## src/rtl/fft_bitrev_reorder.sv

```systemverilog
// Collects one bit-reversed FFT frame and replays it in natural bin order over valid/ready.
// Define FFT_REORDER_DROP_CNT_EN to add a saturating drop_cnt output counting overflow pulses.
module fft_bitrev_reorder #(
  parameter int NFFT = 64,
  parameter int DW   = 16,
  localparam int AW  = $clog2(NFFT)
) (
  input  logic          clk,
  input  logic          rst,
  input  logic          in_valid,
  input  logic          in_first,
  input  logic [DW-1:0] in_re,
  input  logic [DW-1:0] in_im,
  output logic          out_valid,
  input  logic          out_ready,
  output logic [DW-1:0] out_re,
  output logic [DW-1:0] out_im,
  output logic [AW-1:0] out_index,
  output logic          out_last,
  output logic          busy,
  output logic          overflow
`ifdef FFT_REORDER_DROP_CNT_EN
  ,
  output logic [15:0]   drop_cnt
`endif
);

  typedef enum logic [1:0] {IDLE, FILL, DRAIN} state_e;

  localparam logic [AW:0]   WR_ONE  = 1;
  localparam logic [AW:0]   WR_FULL = NFFT;
  localparam logic [AW-1:0] RD_ONE  = 1;
  localparam logic [AW-1:0] RD_LAST = NFFT - 1;

  state_e          state_q, state_d;
  logic [AW:0]     wr_cnt_q, wr_cnt_d;
  logic [AW-1:0]   rd_cnt_q, rd_cnt_d;
  logic            out_valid_q, out_valid_d;
  logic [DW-1:0]   out_re_q, out_re_d;
  logic [DW-1:0]   out_im_q, out_im_d;
  logic [AW-1:0]   out_index_q, out_index_d;
  logic            out_last_q, out_last_d;
  logic [2*DW-1:0] mem_q [NFFT];
  logic            mem_we;
  logic [AW-1:0]   mem_waddr;
  logic            frame_full;

  function automatic logic [AW-1:0] bitrev(input logic [AW-1:0] a);
    logic [AW-1:0] r;
    for (int i = 0; i < AW; i++) r[i] = a[AW-1-i];
    return r;
  endfunction

  // A full write counter holds FILL for one extra cycle, so DRAIN starts one edge after the last write.
  assign frame_full = (wr_cnt_q == WR_FULL);
  assign overflow   = in_valid && ((state_q == DRAIN) || ((state_q == FILL) && frame_full));
  assign busy       = (state_q != IDLE);

  assign out_valid = out_valid_q;
  assign out_re    = out_re_q;
  assign out_im    = out_im_q;
  assign out_index = out_index_q;
  assign out_last  = out_last_q;

  always_ff @(posedge clk or negedge rst) begin
    if (!rst) begin
      state_q     <= IDLE;
      wr_cnt_q    <= '0;
      rd_cnt_q    <= '0;
      out_valid_q <= 1'b0;
      out_re_q    <= '0;
      out_im_q    <= '0;
      out_index_q <= '0;
      out_last_q  <= 1'b0;
    end else begin
      state_q     <= state_d;
      wr_cnt_q    <= wr_cnt_d;
      rd_cnt_q    <= rd_cnt_d;
      out_valid_q <= out_valid_d;
      out_re_q    <= out_re_d;
      out_im_q    <= out_im_d;
      out_index_q <= out_index_d;
      out_last_q  <= out_last_d;
    end
  end

  always_ff @(posedge clk) begin
    if (mem_we) mem_q[mem_waddr] <= {in_re, in_im};
  end

  always_comb begin
    state_d     = state_q;
    wr_cnt_d    = wr_cnt_q;
    rd_cnt_d    = rd_cnt_q;
    out_valid_d = out_valid_q;
    out_re_d    = out_re_q;
    out_im_d    = out_im_q;
    out_index_d = out_index_q;
    out_last_d  = out_last_q;
    mem_we      = 1'b0;
    mem_waddr   = '0;
    case (state_q)
      IDLE: begin
        if (in_valid && in_first) begin
          mem_we   = 1'b1;
          wr_cnt_d = WR_ONE;
          state_d  = FILL;
        end
      end
      FILL: begin
        if (frame_full) begin
          state_d  = DRAIN;
          rd_cnt_d = '0;
        end else if (in_valid) begin
          mem_we = 1'b1;
          if (in_first) begin
            wr_cnt_d = WR_ONE;
          end else begin
            mem_waddr = bitrev(wr_cnt_q[AW-1:0]);
            wr_cnt_d  = wr_cnt_q + WR_ONE;
          end
        end
      end
      DRAIN: begin
        // Once the last bin is loaded nothing more is fetched; only its handshake ends the frame.
        if (out_valid_q && out_last_q) begin
          if (out_ready) begin
            out_valid_d = 1'b0;
            out_last_d  = 1'b0;
            wr_cnt_d    = '0;
            state_d     = IDLE;
          end
        end else if (!out_valid_q || out_ready) begin
          out_valid_d          = 1'b1;
          {out_re_d, out_im_d} = mem_q[rd_cnt_q];
          out_index_d          = rd_cnt_q;
          out_last_d           = (rd_cnt_q == RD_LAST);
          rd_cnt_d             = rd_cnt_q + RD_ONE;
        end
      end
      default: state_d = IDLE;
    endcase
  end

`ifdef FFT_REORDER_DROP_CNT_EN
  logic [15:0] drop_cnt_q;

  always_ff @(posedge clk or negedge rst) begin
    if (!rst) drop_cnt_q <= '0;
    else if (overflow && (drop_cnt_q != 16'hFFFF)) drop_cnt_q <= drop_cnt_q + 16'd1;
  end

  assign drop_cnt = drop_cnt_q;
`endif

endmodule

```

## config.mk

```make
export PLATFORM = sky130hd
export DESIGN_NAME = fft_bitrev_reorder
export DESIGN_NICKNAME = d
export VERILOG_FILES = /design/src/rtl/fft_bitrev_reorder.sv
export SDC_FILE = /design/constraint.sdc
export NUM_CORES = 2
export LEC_CHECK = 0
export CAP_MARGIN = 20
export CELL_PAD_IN_SITES_DETAIL_PLACEMENT = 0
export CELL_PAD_IN_SITES_GLOBAL_PLACEMENT = 1
export CORE_MARGIN = 10
export CORE_UTILIZATION = 55
export CTS_CLUSTER_DIAMETER = 50
export DETAILED_ROUTE_END_ITERATION = 8
export MAX_ROUTING_LAYER = met4
export PLACE_DENSITY_LB_ADDON = 0.3
export RECOVER_POWER = 25
export SYNTH_ARGS = -nofsm -noshare
export SYNTH_HDL_FRONTEND = slang
export SYNTH_SLANG_ARGS = --single-unit
export TNS_END_PERCENT = 50
```

## constraint.sdc

```tcl
create_clock -name clk -period 5 [get_ports clk]
set_input_delay 0.5 -clock clk [delete_from_list [all_inputs] [get_ports clk]]
set_output_delay 0.5 -clock clk [all_outputs]
set_load 0.03 [all_outputs]
```

==> parameters.txt <==
Parameter                              Value

Timing
  Worst-margin pin slew ... approximately 3400 ps
  Final max-slew violation count ... 1736
  Final critical-path share of the clock period ... 0.764
  Setup repair after global routing missed its margin ... false
  Summed negative setup slack over all endpoints ... 0 ps
  Setup WS post-layout ... 1180 ps
  Final Hold Viols ... 0
  Hold slack final ... 118 ps
  Layout Skew ... 24.9 ps
  Clock period minus final worst setup slack ... around 3800 ps
  Max Clock Freq ... 262 MHz
  Worst rel slew slack ... -1.29
  Number of setup violations in the final report ... 0

Clock network
  Clock tree sinks ... between 2000 and 2500
  CTS tree ... built
  Clk pin slew, worst setup/hold paths ... approximately 60 ps
  Post-CTS Setup Repair Bufs ... 0
  Clock latency on the worst-skew pair ... 830 ps
  Hold buffers post-CTS ... 2
  CTS Buffer Depth ... 3
  Total of cells resized after clock tree synthesis ... 0
  Cts bufs inserted ... roughly 200
  Max H-tree Level ... 4
  Root buffer selected by CTS ... clkbuf_16

Power
  Static leakage power ... 27.7 nW
  Post-route total power ... 44.5 mW
  PD cells ... 488 nW/um^2
  VDD IR-drop max ... around 0.4 mV

Setup path
  Critical Path Max Stage Delay ... 1070 ps
  CP Data Arrival Time ... 4520 ps
  Crit path cell chain ... buf_4 -> mux4_2 -> a2111oi_0 -> a211oi_1 -> o32a_1
  Library cell contributing the largest single delay on the critical path ... a2111oi_0
  Launch instance of the worst register-to-register path ... rd_cnt_q[0]$_DFFE_PN0P_
  Endpoint type of the worst setup path ... register
  Depth of the most critical reg-to-reg path ... 5
  Start point of the critical path ... rd_cnt_q[0]$_DFFE_PN0P_
  Req. time, crit path ... 5700 ps
  Flop2flop setup slack ... between 1000 and 1500 ps
  Maximum net fanout on the critical path ... 23
  Type of the worst setup path ... register to register
  Endpoint of the most critical register-to-register path ... out_re[10]$_DFFE_PN0P_
  Crit path capture ... out_re[10]$_DFFE_PN0P_
  Worst Setup Start Kind ... register

Logic synthesis
  Synthesized netlist cell count ... 3651
  Cell Area, Synth ... slightly above 80000 um^2
  Synth Area in Compound Gates ... 0.0346
  Warnings from Yosys ... 0
  Number of enable flip-flop cells after synthesis ... 2048
  Top cells by area, synth ... edfxtp_1, mux4_2, mux2i_1
  Fraction of synthesized cell area taken by the top area cell type ... 0.764
  Most area-hungry cell type in the Yosys netlist ... edfxtp_1
  Share of flip-flops with an asynchronous set or reset ... 0.0262
  Distinct cell type count after synthesis ... 61
  Flip-flop and latch count after synthesis ... approximately 2100
  Dominant combinational cell family by area after synthesis ... multiplexers
  Fraction of the mapped netlist area in adder cells ... 0.00124
  Cell with the most instances after synthesis ... edfxtp_1
  Net count after synthesis ... 3696
  Sequential element share of the synthesized area ... 0.781
  Mean cell area of the mapped netlist ... 22.1 um^2
  Primary flip-flop cell chosen by synthesis mapping ... edfxtp_1
  Fraction of synthesized cell area in xor and xnor cells ... 0.000326
  Fraction of the mapped netlist area in simple logic gates ... 0.0145
  Commonest cells post-synth ... edfxtp_1, mux4_2, mux2i_1
  Share of synthesized area spent on multiplexers ... 0.154

Drt
  Vias ... 38900
  Avg WL per Cell ... between 30 and 40 um
  Residual antenna-violating net count after detailed routing ... 0
  Via density ... 6.46
  Wire length reported by the detailed router ... 194000 um
  Number of detailed-routing iterations run before antenna repair ... 5
  Iteration-0 DRC count of the detailed router ... 4367
  DRC violations left ... 0

Global routing
  Global-route total usage across every layer ... 0.246
  Largest net degree at the start of global routing ... 76
  Total gr overflow ... 0
  First-pass GRT wire length ... 281000 um
  Via count of the first global-routing pass ... 39300
  Initial antenna violation count ... 9

Die
  Height of the die ... 403 um
  Die X-Extent ... ~400 um
  Total core area ... about 150000 um^2
  IO Count ... 79
  Number of rows in the core area ... 140
  Die Area ... approximately 160000 um^2
  Starting density of the core ... 0.553

Outcome
  Violated checks ... capacitance limit, slew limit
  Outcome ... finished, violations left

Place
  Worst Setup Slack post-DPL ... 1170 ps
  Final GP Congestion ... ~0.8
  Count of buffers inserted at the top-level ports ... 78
  # placed instances ... approximately 5600
  Post-Place Cell Area ... between 80000 and 90000 um^2
  HPWL after detailed placement ... 114000 um

Layout
  NumNets Final ... between 3000 and 4000
  Number of standard cells in the final layout excluding fillers ... 6031
  Layout Cell Area excl Fill ... 91300 um^2
  Core Util, Final ... 0.628
  Area added between synthesis and finish ... 13.4%
  Fraction of final layout cells sized beyond drive strength 1 ... 0.253

Worst hold path
  Class of the tightest hold or removal check ... input pin to register

Job
  Number of violations of the max-capacitance limit ... 29
==> layout by cell type (no fill, tap or decap), drive strengths merged, types with 8 or more instances in the layout <==
| cell type | n |
|---|---|
| a41oi | 9 |
| a22o | 28 |
| clkbuf | 314 |
| o2111ai | 8 |
| o221ai | 38 |
| a22oi | 53 |
| a211oi | 32 |
| o31ai | 11 |
| nor2 | 103 |
| mux2 | 9 |
| o21ai | 48 |
| clkdlybuf4s50 | 45 |
| nand2 | 86 |
| clkinv | 75 |
| inv | 23 |
| a32o | 9 |
| nand3 | 22 |
| a31oi | 13 |
| o22ai | 13 |
| o32a | 22 |
| a221oi | 21 |
| nor2b | 12 |
| bufinv | 16 |
| and4 | 8 |
| a21oi | 54 |
| mux4 | 445 |
| edfxtp | 2048 |
| dfrtp | 55 |
| ha | 8 |
| buf | 191 |
| mux2i | 228 |
==> layer usage <==
metal	global-route usage	part of all wire	wire, um
met1	0.326	0.39	75400
met2	0.375	0.48	93200
met3	0.0668	0.099	19200
met4	0.0762	0.030	5880
met5	-	0	0
==> cell families (layout without fill, tap and decap cells) <==
kind of cell	Yosys count	in the layout
flip-flops	2103	2103
multiplexers	682	682
AO/OA/AOI/OAI	378	378
AND/OR/NAND/NOR	263	263
buffers and inverters	214	673
adder cells (fa/ha/maj)	8	8
XOR/XNOR	3	3
other	0	4
==> report_power, final <==
| group | internal [mW] | switching, mW |
|---|---|---|
| sequential | 19.6 | 0.466 |
| clock | 8.82 | 6.47 |
| combinational | 4.05 | 5.10 |
==> how the worst min path moves through the flow <==
stage                                         from                       end  slack [ps]  cells after the start
after global placement    out_index[1]$_DFFE_PN0P_  out_index[1]$_DFFE_PN0P_         460                      2
after global routing                      in_im[0]    mem_q[46][0]$_DFFE_PP_          90                      1
after floorplan                                rst     out_im[0]$_DFFE_PN0P_         200                      0
after CTS                                 in_re[6]    mem_q[8][22]$_DFFE_PP_         160                      1
after detailed placement  out_index[3]$_DFFE_PN0P_  out_index[3]$_DFFE_PN0P_         480                      2
final                                     in_im[0]    mem_q[46][0]$_DFFE_PP_         120                      1
==> critical path: cells and delay by family (launching register included) <==
family                 cells  cell delay, ps
muxes                      1             530
AOI/OAI and AO/OA          3            1860
DFF                        1             890
buffers and inverters      1             390
==> layout make-up <==
class                      instances  area (um^2)
antenna                            4         10.0
timing repair buffer             277         2240
inverter                          10         37.5
multi-input combinational       1334        17000
clock inverter                   110         1070
tap                             1917         2400
fill                            9678        54200
clock buffer                     276         5680
sequential                      2103        62900
==> flip-flops by register name, summed over array words and instances (netlist names) <==
signal and flops:
mem_q 2048, out_im 16, out_re 16, wr_cnt_q 7, out_index 6, rd_cnt_q 6, state_q 2, out_last 1
out_valid 1
Note: power is estimated with default switching activity, not from simulation.
